**src/rtl/sint_chunked_add_pkg.sv**
```systemverilog
// Shared types and constants for the chunked signed adder sequencer.
// The saturation constants serve builds with SINT_CHUNKED_ADD_SATURATE_EN defined.
package sint_chunked_add_pkg;

  typedef enum logic [1:0] {
    IDLE = 2'd0,
    RUN  = 2'd1,
    DONE = 2'd2
  } state_e;

  localparam int CHUNK_W_DEF = 7;
  localparam int NCHUNKS_DEF = 4;
  localparam int W_DEF       = CHUNK_W_DEF * NCHUNKS_DEF;

  function automatic int idx_width(input int n);
    return (n < 2) ? 1 : $clog2(n);
  endfunction

  localparam int IDX_W_DEF = idx_width(NCHUNKS_DEF);

  localparam logic [W_DEF-1:0] SAT_POS_DEF = {1'b0, {(W_DEF-1){1'b1}}};
  localparam logic [W_DEF-1:0] SAT_NEG_DEF = {1'b1, {(W_DEF-1){1'b0}}};

endpackage

```
**src/rtl/sint_chunk_adc.sv**
```systemverilog
// Narrow CHUNK_W-bit add-with-carry stage, time-shared by the sequencer.
module sint_chunk_adc
  import sint_chunked_add_pkg::*;
#(
  parameter int CHUNK_W = CHUNK_W_DEF
) (
  input  logic [CHUNK_W-1:0] a_i,
  input  logic [CHUNK_W-1:0] b_i,
  input  logic               cin_i,
  output logic [CHUNK_W-1:0] sum_o,
  output logic               cout_o
);

  logic [CHUNK_W:0] total;

  always_comb begin
    total  = {1'b0, a_i} + {1'b0, b_i} + {{CHUNK_W{1'b0}}, cin_i};
    sum_o  = total[CHUNK_W-1:0];
    cout_o = total[CHUNK_W];
  end

endmodule

```
**src/rtl/sint_chunked_add_seq.sv**
```systemverilog
// Multi-precision signed adder: one CHUNK_W slice per cycle, LSB slice first.
// Optional macro SINT_CHUNKED_ADD_SATURATE_EN clamps SUM to the signed limit on overflow.
module sint_chunked_add_seq
  import sint_chunked_add_pkg::*;
#(
  parameter int CHUNK_W = CHUNK_W_DEF,
  parameter int NCHUNKS = NCHUNKS_DEF
) (
  input  logic                       CLK,
  input  logic                       RESET,
  input  logic                       in_valid,
  output logic                       in_ready,
  input  logic [CHUNK_W*NCHUNKS-1:0] A,
  input  logic [CHUNK_W*NCHUNKS-1:0] B,
  input  logic                       CIN,
  output logic                       out_valid,
  input  logic                       out_ready,
  output logic [CHUNK_W*NCHUNKS-1:0] SUM,
  output logic                       COUT,
  output logic                       OVF
);

  localparam int W     = CHUNK_W * NCHUNKS;
  localparam int IDX_W = idx_width(NCHUNKS);
  localparam logic [IDX_W-1:0] LAST_IDX = IDX_W'(NCHUNKS - 1);

  state_e             state_q;
  logic [IDX_W-1:0]   idx_q;
  logic               carry_q;
  logic [W-1:0]       a_q;
  logic [W-1:0]       b_q;
  logic [W-1:0]       sum_q;
  logic [W-1:0]       sum_d;
  logic               cout_q;
  logic               ovf_q;

  logic [CHUNK_W-1:0] slice_sum;
  logic               slice_cout;
  logic               last_slice;
  logic               ovf_term;

  sint_chunk_adc #(.CHUNK_W(CHUNK_W)) u_adc (
    .a_i    (a_q[CHUNK_W-1:0]),
    .b_i    (b_q[CHUNK_W-1:0]),
    .cin_i  (carry_q),
    .sum_o  (slice_sum),
    .cout_o (slice_cout)
  );

  assign last_slice = (idx_q == LAST_IDX);
  // Only meaningful on the last slice, where the slice MSBs are the operand sign bits.
  assign ovf_term   = (a_q[CHUNK_W-1] == b_q[CHUNK_W-1]) &&
                      (slice_sum[CHUNK_W-1] != a_q[CHUNK_W-1]);

  always_comb begin
    sum_d = {slice_sum, sum_q[W-1:CHUNK_W]};
`ifdef SINT_CHUNKED_ADD_SATURATE_EN
    if (last_slice && ovf_term) begin
      sum_d = a_q[CHUNK_W-1] ? {1'b1, {(W-1){1'b0}}} : {1'b0, {(W-1){1'b1}}};
    end
`endif
  end

  always_ff @(posedge CLK) begin
    if (RESET) begin
      state_q <= IDLE;
      idx_q   <= '0;
      carry_q <= 1'b0;
      a_q     <= '0;
      b_q     <= '0;
      sum_q   <= '0;
      cout_q  <= 1'b0;
      ovf_q   <= 1'b0;
    end else begin
      case (state_q)
        IDLE: begin
          if (in_valid) begin
            a_q     <= A;
            b_q     <= B;
            carry_q <= CIN;
            idx_q   <= '0;
            state_q <= RUN;
          end
        end
        RUN: begin
          a_q     <= a_q >> CHUNK_W;
          b_q     <= b_q >> CHUNK_W;
          sum_q   <= sum_d;
          carry_q <= slice_cout;
          if (last_slice) begin
            cout_q  <= slice_cout;
            ovf_q   <= ovf_term;
            state_q <= DONE;
          end else begin
            idx_q <= idx_q + IDX_W'(1);
          end
        end
        DONE: begin
          if (out_ready) state_q <= IDLE;
        end
        default: state_q <= IDLE;
      endcase
    end
  end

  assign in_ready  = (state_q == IDLE);
  assign out_valid = (state_q == DONE);
  assign SUM       = sum_q;
  assign COUT      = cout_q;
  assign OVF       = ovf_q;

endmodule

```
**config.mk**
```make
export PLATFORM = sky130hd
export DESIGN_NAME = sint_chunked_add_seq
export DESIGN_NICKNAME = d
export VERILOG_FILES = /design/src/rtl/sint_chunked_add_pkg.sv /design/src/rtl/sint_chunk_adc.sv /design/src/rtl/sint_chunked_add_seq.sv
export SDC_FILE = /design/constraint.sdc
export NUM_CORES = 1
export LEC_CHECK = 0
export CAP_MARGIN = 40
export CELL_PAD_IN_SITES_DETAIL_PLACEMENT = 1
export CELL_PAD_IN_SITES_GLOBAL_PLACEMENT = 2
export CORE_MARGIN = 1
export CORE_UTILIZATION = 32
export DETAILED_ROUTE_END_ITERATION = 10
export PLACE_DENSITY_LB_ADDON = 0.1
export SKIP_CTS_REPAIR_TIMING = 1
export SYNTH_ARGS = -nofsm -noshare
export SYNTH_HDL_FRONTEND = slang
export SYNTH_SLANG_ARGS = --single-unit
```
**constraint.sdc**
```tcl
create_clock -name CLK -period 2.9 [get_ports CLK]
set_input_delay 0.29 -clock CLK [delete_from_list [all_inputs] [get_ports CLK]]
set_output_delay 0.29 -clock CLK [all_outputs]
set_load 0.005 [all_outputs]
```
* Yosys cells after proc, flatten, opt, wreduce, memory -nomap -nowiden
Cells that the tools add are included.
** Storage, ports and cells
- Register bits after elaboration :: 91
- Word-level logic and storage cells :: 40
- Bits of input ports :: 61
- Output and inout bits :: 32
** Cells by class
- Mux-type cells :: 13
- Reduce and logical (&&, ||, !) cells :: 7
- Add/subtract/negate cells :: 3
- Eq/ne operators :: 9
** Operator list (number)
- 28-bit case mux with 2 select lines :: 2
- 28-bit two-way mux :: 2
- 2-bit two-way mux :: 5
- 7-bit by 7-bit adder with 8-bit output :: 1
- 8-bit by 1-bit adder with 8-bit output :: 1
- 2-bit inequality test, second input constant :: 3
- 2-bit case mux with 3 select lines :: 1
- 3-bit AND reduction :: 2
- 2-bit equality test, second input constant :: 2
- 2-bit case mux with 2 select lines :: 1
- 2-bit AND reduction :: 2
- 2-bit by 1-bit adder with 2-bit output, second input constant :: 1
- 2-bit by 1-bit equality test with 1-bit output, second input constant :: 1
- 2-bit logical NOT :: 1
- 2-bit by 1-bit inequality test with 1-bit output, second input constant :: 1
- 1-bit case mux with 2 select lines :: 1
- 2-bit nonzero test :: 1
- 1-bit equality test :: 1
- 1-bit logical AND :: 1
- 1-bit two-way mux :: 1
- 1-bit inequality test :: 1

* Longest topological paths before layout
- Depth after elaboration :: 4
- Depth in mapped cells :: 7
- Gate-level depth less buffers :: 7

* Hierarchy
Synthesis repeated with hierarchy kept, for this count alone.
** Second synthesis, totals
- Cell total of the unflattened synthesis :: 481
- Area total of the unflattened synthesis :: 4050.1 um^2
** Modules (own cells, without submodules)
- sint_chunked_add_seq :: instances 1, area an instance 3756.1 um^2, cells each 443
- sint_chunk_adc :: instances 1, area an instance 294.0 um^2, cells each 38

* Least setup slack after synthesis
Ideal clock, no wire load.
- Path kind :: reg-to-reg
- Start :: register carry_q
- End :: register sum_q[27], in the netlist SUM[27]
- Required time :: 2769 ps
- Cell stages (with the launch flop) :: 8
- Arrival :: 1628 ps
- Library setup time :: 131 ps
- Path slack :: 1141 ps
- Path buffers :: 0
- Period minus slack after synthesis :: 1759 ps
- Cells stage by stage :: dfxtp_1 fa_1 inv_1 fa_1 nand2b_1 a21oi_1 o22a_1 o211ai_1
** Between the ends
- Cells in the longest elaborated chain, start to end :: 1
** RTL lines
- start: declaration :: RTL line sint_chunked_add_seq.sv:29 : logic carry_q;
- start signal: assignment :: RTL line sint_chunked_add_seq.sv:89 : carry_q <= slice_cout;
- 8-bit by 1-bit adder with 8-bit output :: RTL line sint_chunk_adc.sv:17 : total = {1'b0, a_i} + {1'b0, b_i} + {{CHUNK_W{1'b0}}, cin_i};
- end signal: assignment :: RTL line sint_chunked_add_seq.sv:88 : sum_q <= sum_d;
- end: declaration :: RTL line sint_chunked_add_seq.sv:32 : logic [W-1:0] sum_q;
Every way passes these cells.
A chain may end at the register's enable or synchronous reset.

* Final worst setup path
- Start :: register state_q[0]
- End :: output out_valid
** Between the ends
- Cells in the longest elaborated chain, start to end :: 1
** RTL lines
- start: declaration :: RTL line sint_chunked_add_seq.sv:27 : state_e state_q;
- start signal: assignment :: RTL line sint_chunked_add_seq.sv:66 : state_q <= IDLE;
- start signal: assignment :: RTL line sint_chunked_add_seq.sv:82 : state_q <= RUN;
- start signal: assignment :: RTL line sint_chunked_add_seq.sv:93 : state_q <= DONE;
- 2-bit equality test :: RTL line sint_chunked_add_seq.sv:107 : assign out_valid = (state_q == DONE);
- end: declaration :: RTL line sint_chunked_add_seq.sv:16 : output logic out_valid,
Every way passes these cells.

==> flow_metrics.py <==
metrics = {
    "outcome": {
        "outcome": "finished clean",
    },
    "finish": {
        "drive_gt1_share_pct": 13.3,
        "syn_to_final_growth_pct": 32.1,
        "final_nets": 621,
        "final_util_pct": 43.3,
        "final_area_mm2": 0.00547,
        "n_antenna_cell": 0,
    },
    "yosys": {
        "synth_most_common_cell": "dfxtp_1",
        "syn-mean-instance-area_um2": 8.60,
        "synthFlopType": "dfxtp_1",
        "netlist_area_mm2": 0.00414,
        "async_reset_ff_share_pct": 0,
        "yosys_warnings": 0,
        "ys_top_cells_by_count": "91 x dfxtp_1, 71 x a21oi_1, 66 x nor2_1, 47 x nand2_1, 45 x nor2b_1",
        "netlist.area_leader.share_pct": 44.0,
        "synth.largest_area_cell": "dfxtp_1",
        "synth_fp_nets": 551,
        "synth_edf_count": 0,
        "ys_seq_elements": 91,
        "synth_area_leaders": "dfxtp_1 44%, o221a_2 11%, a21oi_1 8.6%",
        "yosysUniqueCellTypes": 43,
        "yosysSeqAreaShare_pct": 44.0,
        "synth_cells": 481,
    },
    "timing": {
        "fin_skew_ns": 0.00439,
        "max_slew_margin_pct": 41.9,
        "rsz0062_at_grt": "no",
        "drv_slew": 0,
        "tightest_slew_ns": 0.870,
        "fin_crit_sh_pct": 79.3,
        "hold_viol": 0,
        "setup_viol": 0,
        "fin_tns_setup_ns": 0,
        "fin_ws_ns": 0.600,
        "fin_crit_ns": 2.30,
        "fmax_mhz": 435,
    },
    "critical_path": {
        "start_kind": "register",
        "worstSetupEndpointType": "output port",
        "reg2reg_depth": 4,
        "r2r-start": "state_q[1]$_SDFFE_PP0P_",
        "r2r_end": "SUM[6]$_SDFFE_PP0P_",
        "crit_arrival_ns": 2.01,
        "critical_path_class": "reg2out",
        "rrSetupSlack_ns": 0.79,
        "cp_max_fo": 91,
        "crit_required_ns": 2.61,
    },
    "global_routing": {
        "grt_pass1_vias": 3753,
        "antenna_found_initial": 0,
        "grt_max_degree": 92,
        "grt-ovfl-total": 0,
        "track_usage_pct": 18.2,
        "grt_pass1_wl_um": 19100,
    },
    "min_path": {
        "hold_end": "SUM[1]$_SDFFE_PP0P_",
        "hold_path_depth": 2,
        "hold_path_class": "reg2reg",
        "hold_start": "SUM[1]$_SDFFE_PP0P_",
    },
    "placed_design": {
        "port_buffers": 92,
        "placed_cell_area_mm2": 0.00516,
        "place_congestion": 0.737,
        "pre_cts_ws_ns": 0.561,
        "dp.final_hpwl_um": 8000,
    },
    "routing": {
        "routed_via_density": 5.09,
        "ant_nets": 0,
        "drtPass1Iterations": 4,
        "drc_errors": 0,
        "vias": 3709,
        "routed_wl_um": 11500,
        "routedWlPerCell_um": 15.8,
        "drt-initial-drc-count": 149,
    },
    "job": {
        "cap_violations": 0,
    },
    "clock_tree": {
        "cts_root_buffer": "clkbuf_16",
        "cts_buffers": 9,
        "insertion_delay_ns": 0.33,
        "clk_pin_slew_ns": 0.06,
        "cts_tree": "built",
        "clock_sinks": 91,
        "clk_path_buf_depth": 2,
        "htreeDepth": 3,
    },
    "floorplan": {
        "fp.dieArea_mm2": 0.0134,
        "core_mm2": 0.0126,
        "fp.dieW_um": 116,
        "die_y_um": 116,
        "rows": 41,
        "initial_core_util_pct": 32.8,
        "io-pin-count": 93,
    },
    "power_and_ir_drop": {
        "p_per_area_mw_per_mm2": 563,
        "ir_worst_vdd_mv": 0.250,
        "p_total_w": 0.00308,
        "leakage_nw": 2.06,
    },
}
-- logic make-up after synthesis --
family / Yosys count / synth area share (%)
adders and majority gates: 9 / 3.08
buffers and inverters: 47 / 4.90
xor gates and xnor gates: 1 / 0.212
AOI/OAI and AO/OA: 151 / 26.9
and+or+nand+nor: 181 / 20.6
DFF: 91 / 44.0
muxes: 1 / 0.272
-- worst max-delay path, cell delays in order (launching register included) --
cell and delay (ns):
dfxtp_2 0.39, buf_4 0.64, nor2b_1 0.15, clkdlybuf4s50_1 0.49
-- stage by stage --
step                hold WS, ns  instances
floorplan                 0.438        481
global placement          0.441        712
detailed placement        0.447        712
CTS                       0.456        728
global route              0.473        728
finish                    0.455        728
-- cell type report --
class	instances	area (µm²)
Clock buffer	15	278
Clock inverter	1	30.0
Fill cell	1504	7150
Inverter	4	15.0
Multi-Input combinational cell	343	2120
Sequential cell	91	1820
Tap cell	172	215
Timing Repair Buffer	102	991
-- layout by cell type (no fill, tap or decap), drive strengths merged, types with 5 or more instances in the layout --
cell	count
o221a	42
buf	11
dfxtp	91
nor2	67
clkbuf	15
nand3	5
nand2	47
a22oi	16
ha	7
a21oi	71
clkdlybuf4s50	91
nor2b	45
-- flip-flops by register name, indices dropped and copies added, names as in the netlist --
register,cells
OVF,1
state_q,2
carry_q,1
b_q,28
idx_q,2
COUT,1
SUM,28
a_q,28
-- worst max-delay path by stage --
stage / start / end / slack [ns] / depth (start not counted)
floorplan: carry_q$_SDFFE_PP0P_ / SUM[27]$_SDFFE_PP0P_ / 1.14 / 7
global placement: in_valid / b_q[22]$_SDFFE_PP0P_ / 0.70 / 5
global route: state_q[0]$_SDFFE_PP0P_ / out_valid / 0.45 / 3
detailed placement: in_valid / b_q[24]$_SDFFE_PP0P_ / 0.56 / 5
finish: state_q[0]$_SDFFE_PP0P_ / out_valid / 0.60 / 3
CTS: state_q[0]$_SDFFE_PP0P_ / out_valid / 0.59 / 3
-- where the power goes --
| group | internal, W | switching (W) |
|---|---|---|
| Combinational | 0.000256 | 0.000236 |
| Clock | 0.000740 | 0.000455 |
| Sequential | 0.00133 | 0.0000573 |
| Total | 0.00233 | 0.000748 |
-- layer usage --
layer  vias up  GRT usage [%]  part of all wire (%)
li1       1858              -                     -
met1      1779           23.8                    48
met2        64           31.0                    47
met3         8           3.82                   3.5
met4         0           4.10                  0.82
met5         -              0                     0
No activity file was read; power rests on OpenSTA's default activity.
==> patch 1, RTL diff (config.mk and constraints unchanged) <==
The package constant `NCHUNKS_DEF` goes from 4 to 3.
--- a/src/rtl/sint_chunked_add_pkg.sv
+++ b/src/rtl/sint_chunked_add_pkg.sv
@@ -9,7 +9,7 @@
   } state_e;
 
   localparam int CHUNK_W_DEF = 7;
-  localparam int NCHUNKS_DEF = 4;
+  localparam int NCHUNKS_DEF = 3;
   localparam int W_DEF       = CHUNK_W_DEF * NCHUNKS_DEF;
 
   function automatic int idx_width(input int n);
Interface: changed (resized A, B and SUM); port bits go from 93 to 72. The function was not compared with the original's and may differ.
==> patch 1 against the original RTL <==
  * Wire length decreased by 24%
  * Final cell count is 22% lower
  * Sequential cell count fell by 21
  * Setup slack better by 0.34 ns
  * Highest routed layer unchanged
  * Area after synthesis is 21% lower
  * Final area shrank 22%
  * Clock power fell by 28%
  * Sequential power fell by 23%
  * Utilization barely moved
  * Clock skew up 0.0065 ns
  * Total power shrank 24%
==> patch 1: results (changes against the original RTL) <==
register area share after synthesis=43.1% (was 44.0%); DRT iter0 DRCs=75 (was 149); final clock skew=0.0109 ns (was 0.00439 ns); final cell count without fillers=571 (was 728); fillers=1185 (was 1504); relative slew slack=46.5% (was 41.9%); largest net degree at the start of global routing=37 (was 92); CP endpoint=OVF$_SDFFE_PP0P_ (was out_valid); dpl cell area=4040 um2 (was 5160 um2); RR Endpoint=OVF$_SDFFE_PP0P_ (was SUM[6]$_SDFFE_PP0P_); Post-Place Cells=555 (was 712); gr usage total=17.5% (was 18.2%); final WL=8.70 mm (was 11.5 mm); PortBufs=71 (was 92); top post-synthesis cells by count=70 x dfxtp_1, 51 x nor2_1, 50 x a21oi_1 (was 91 x dfxtp_1, 71 x a21oi_1, 66 x nor2_1); Max IR drop VDD=0.191 mV (was 0.250 mV); Worst R2R Setup Slack=0.94 ns (was 0.79 ns); Hold WS=0.459 ns (was 0.455 ns); outcome=finished, final reports clean (unchanged); dpl hpwl=6.04 mm (was 8.00 mm); post-synthesis net count=431 (was 551); combinational power share=17.5% (was 16.0%); crit path from=a_q[0]$_SDFFE_PP0P_ (was state_q[0]$_SDFFE_PP0P_); Synth area leaders=dfxtp_1 43%, o221a_2 9.7%, a21oi_1 7.7% (was dfxtp_1 44%, o221a_2 11%, a21oi_1 8.6%); Worst Hold Launch=SUM[6]$_SDFFE_PP0P_ (was SUM[1]$_SDFFE_PP0P_); first-pass GRT wire length=14.2 mm (was 19.1 mm); Worst Path Arrival=2.19 ns (was 2.01 ns); layout cells sized above 1=13.2% (was 13.3%); worst skew pair latency=0.35 ns (was 0.33 ns); Slowest-stage cell, CP=fa_1 (was buf_4); Max Fclk=511 MHz (was 435 MHz); vias in the first global route=2896 (was 3753); LEAKAGE=1.63 nW (was 2.06 nW)
[patch 1: metal layers]
layer / wire [um] / up-vias / global-route usage, %
li1: - / 1449 / -
met1: 4180 / 1359 / 22.1
met2: 4150 / 44 / 29.3
met3: 278 / 8 / 4.47
met4: 97 / 0 / 5.53
met5: 0 / - / 0
[patch 1: worst max-delay path: cells and delay by family (launching register included)]
kind	cells	cell delay (ns)
adders and majority gates	2	0.62
DFF	1	0.36
AOI/OAI and AO/OA	3	0.62
and+or+nand+nor	1	0.18
buffers and inverters	1	0.06
[patch 1: kinds of logic after synthesis]
group	count (synthesis)	synth area share, %
fa+ha+maj	9	3.93
flops	70	43.1
buf+inv	38	5.43
compound gates	117	26.4
simple gates	140	20.9
xor+xnor	1	0.269
[patch 1: layout make-up]
cell class	count	share of cell area, %
inverter	5	0.441
sequential	70	33.0
tap	133	3.91
clock buffer	10	3.00
timing repair buffer	80	18.3
clock inverter	6	2.03
multi-input combinational	267	39.3
==> patch 2, RTL diff (same flow settings) <==
Without the edit above. Encoding of `state_e`: now one-hot (3 bits for 3 states).
--- a/src/rtl/sint_chunked_add_pkg.sv
+++ b/src/rtl/sint_chunked_add_pkg.sv
@@ -2,10 +2,10 @@
 // The saturation constants serve builds with SINT_CHUNKED_ADD_SATURATE_EN defined.
 package sint_chunked_add_pkg;
 
-  typedef enum logic [1:0] {
-    IDLE = 2'd0,
-    RUN  = 2'd1,
-    DONE = 2'd2
+  typedef enum logic [2:0] {
+    IDLE = 3'b001,
+    RUN  = 3'b010,
+    DONE = 3'b100
   } state_e;
 
   localparam int CHUNK_W_DEF = 7;
Formal check against the unedited RTL: same outputs for any inputs over 10 cycles, from zero or initial values and one cycle with RESET high; not proved beyond that.
==> patch 2 against the original RTL <==
  * Register-to-register slack better by 0.02 ns
  * Sequential cell count is 1 higher
  * Utilization is 0.60 points higher
  * Total power down 3.9%
  * Critical path type is now reg2reg
  * Wire length down 4.4%
  * Area after synthesis is 3.1% lower
  * Setup slack improved by 0.21 ns
  * Global-route usage decreased by 0.63 points
  * Sequential power is essentially flat
  * Final area is 2.7% lower
  * Sequential share of layout area increased by 1.3 points
==> patch 2: results (changes against the original RTL) <==
outcome=finished, final reports clean (unchanged); sw power=727 uW (was 748 uW); LEAKAGE=1.94 nW (was 2.06 nW); Worst Hold Launch=RESET (was SUM[1]$_SDFFE_PP0P_); post-synthesis net count=578 (was 551); crit-path max FO=52 (was 91); clock network fraction of total power=40.2% (was 38.8%); Place WS=0.780 ns (was 0.561 ns); CP Capture Type=flop (was output pin); Synth Area in XOR/XNOR=0% (was 0.212%); length of routed wiring on met1=5.31 mm (was 5.55 mm); Slowest-stage cell, CP=dfxtp_1 (was buf_4); final worst slack=0.809 ns (was 0.600 ns); hold path endpoint=SUM[12]$_SDFFE_PP0P_ (was SUM[1]$_SDFFE_PP0P_); top post-synthesis cells by count=161 x nand2_1, 92 x dfxtp_1, 58 x nor2_1 (was 91 x dfxtp_1, 71 x a21oi_1, 66 x nor2_1); routing usage on met1=22.4% (was 23.8%); Synth area leaders=dfxtp_1 46%, nand2_1 15%, a311oi_1 9.2% (was dfxtp_1 44%, o221a_2 11%, a21oi_1 8.6%); first-pass GRT wire length=18.0 mm (was 19.1 mm); adder and majority cell fraction of the synthesized area=3.18% (was 3.08%); CLK BUF=12 (was 15); crit path from=state_q[0]$_SDFFE_PP1P_ (was state_q[0]$_SDFFE_PP0P_); gr usage total=17.6% (was 18.2%); dpl hpwl=7.40 mm (was 8.00 mm); vias in the first global route=3726 (was 3753); DRT iter0 DRCs=210 (was 149); Power Combinational=384 uW (was 492 uW); fillers=1475 (was 1504); fraction of area in multi-input gates=36.9% (was 38.7%); Hold WC Path Type=in2reg (was reg2reg); Register Area=1840 um2 (was 1820 um2); layout cells sized above 1=5.49% (was 13.3%); Nets=648 (was 621); number of sequential cells=92 (was 91); Worst Path Arrival=2.34 ns (was 2.01 ns); Max stage delay on crit path=0.57 ns (was 0.64 ns); Signal inverters=3 (was 4); RR Endpoint=b_q[9]$_SDFFE_PP0P_ (was SUM[6]$_SDFFE_PP0P_); met3 usage=3.72% (was 3.82%); met2 Use GR=30.1% (was 31.0%); Final clock-cell share=5.71% (was 5.63%); metal2 WL=5.14 mm (was 5.42 mm); mux share of post-synthesis cell area=0.281% (was 0.272%); Synth Area in Compound Gates=18.9% (was 26.9%)
patch 2: changes by cell type in the layout (fill, tap and decap cells not counted), sizes merged, moves of 9 or more:
cell / delta
o221a: -42
nand2: +114
a21oi: -27
nor2b: -43
nor2: -9
a22oi: -15
a311oi: +41
patch 2: metrics by stage:
stage | power (mW) | hold WS, ns | instances | area (um2) | util (%)
CTS | 3.01 | 0.334 | 751 | 5320 | 43.9
finish | 2.96 | 0.351 | 751 | 5320 | 43.9
floorplan | 1.63 | 0.426 | 508 | 4010 | -
global placement | 1.80 | 0.440 | 735 | 5020 | 41.4
detailed placement | 1.80 | 0.449 | 735 | 5020 | 41.4
global route | 3.11 | 0.358 | 751 | 5320 | 43.9
patch 2: cells by family (layout without fill, tap and decap cells):
family | Yosys count | after routing
buf+inv | 44 | 119
compound gates | 109 | 109
fa+ha+maj | 9 | 9
flops | 92 | 92
simple gates | 253 | 253
mux | 1 | 1
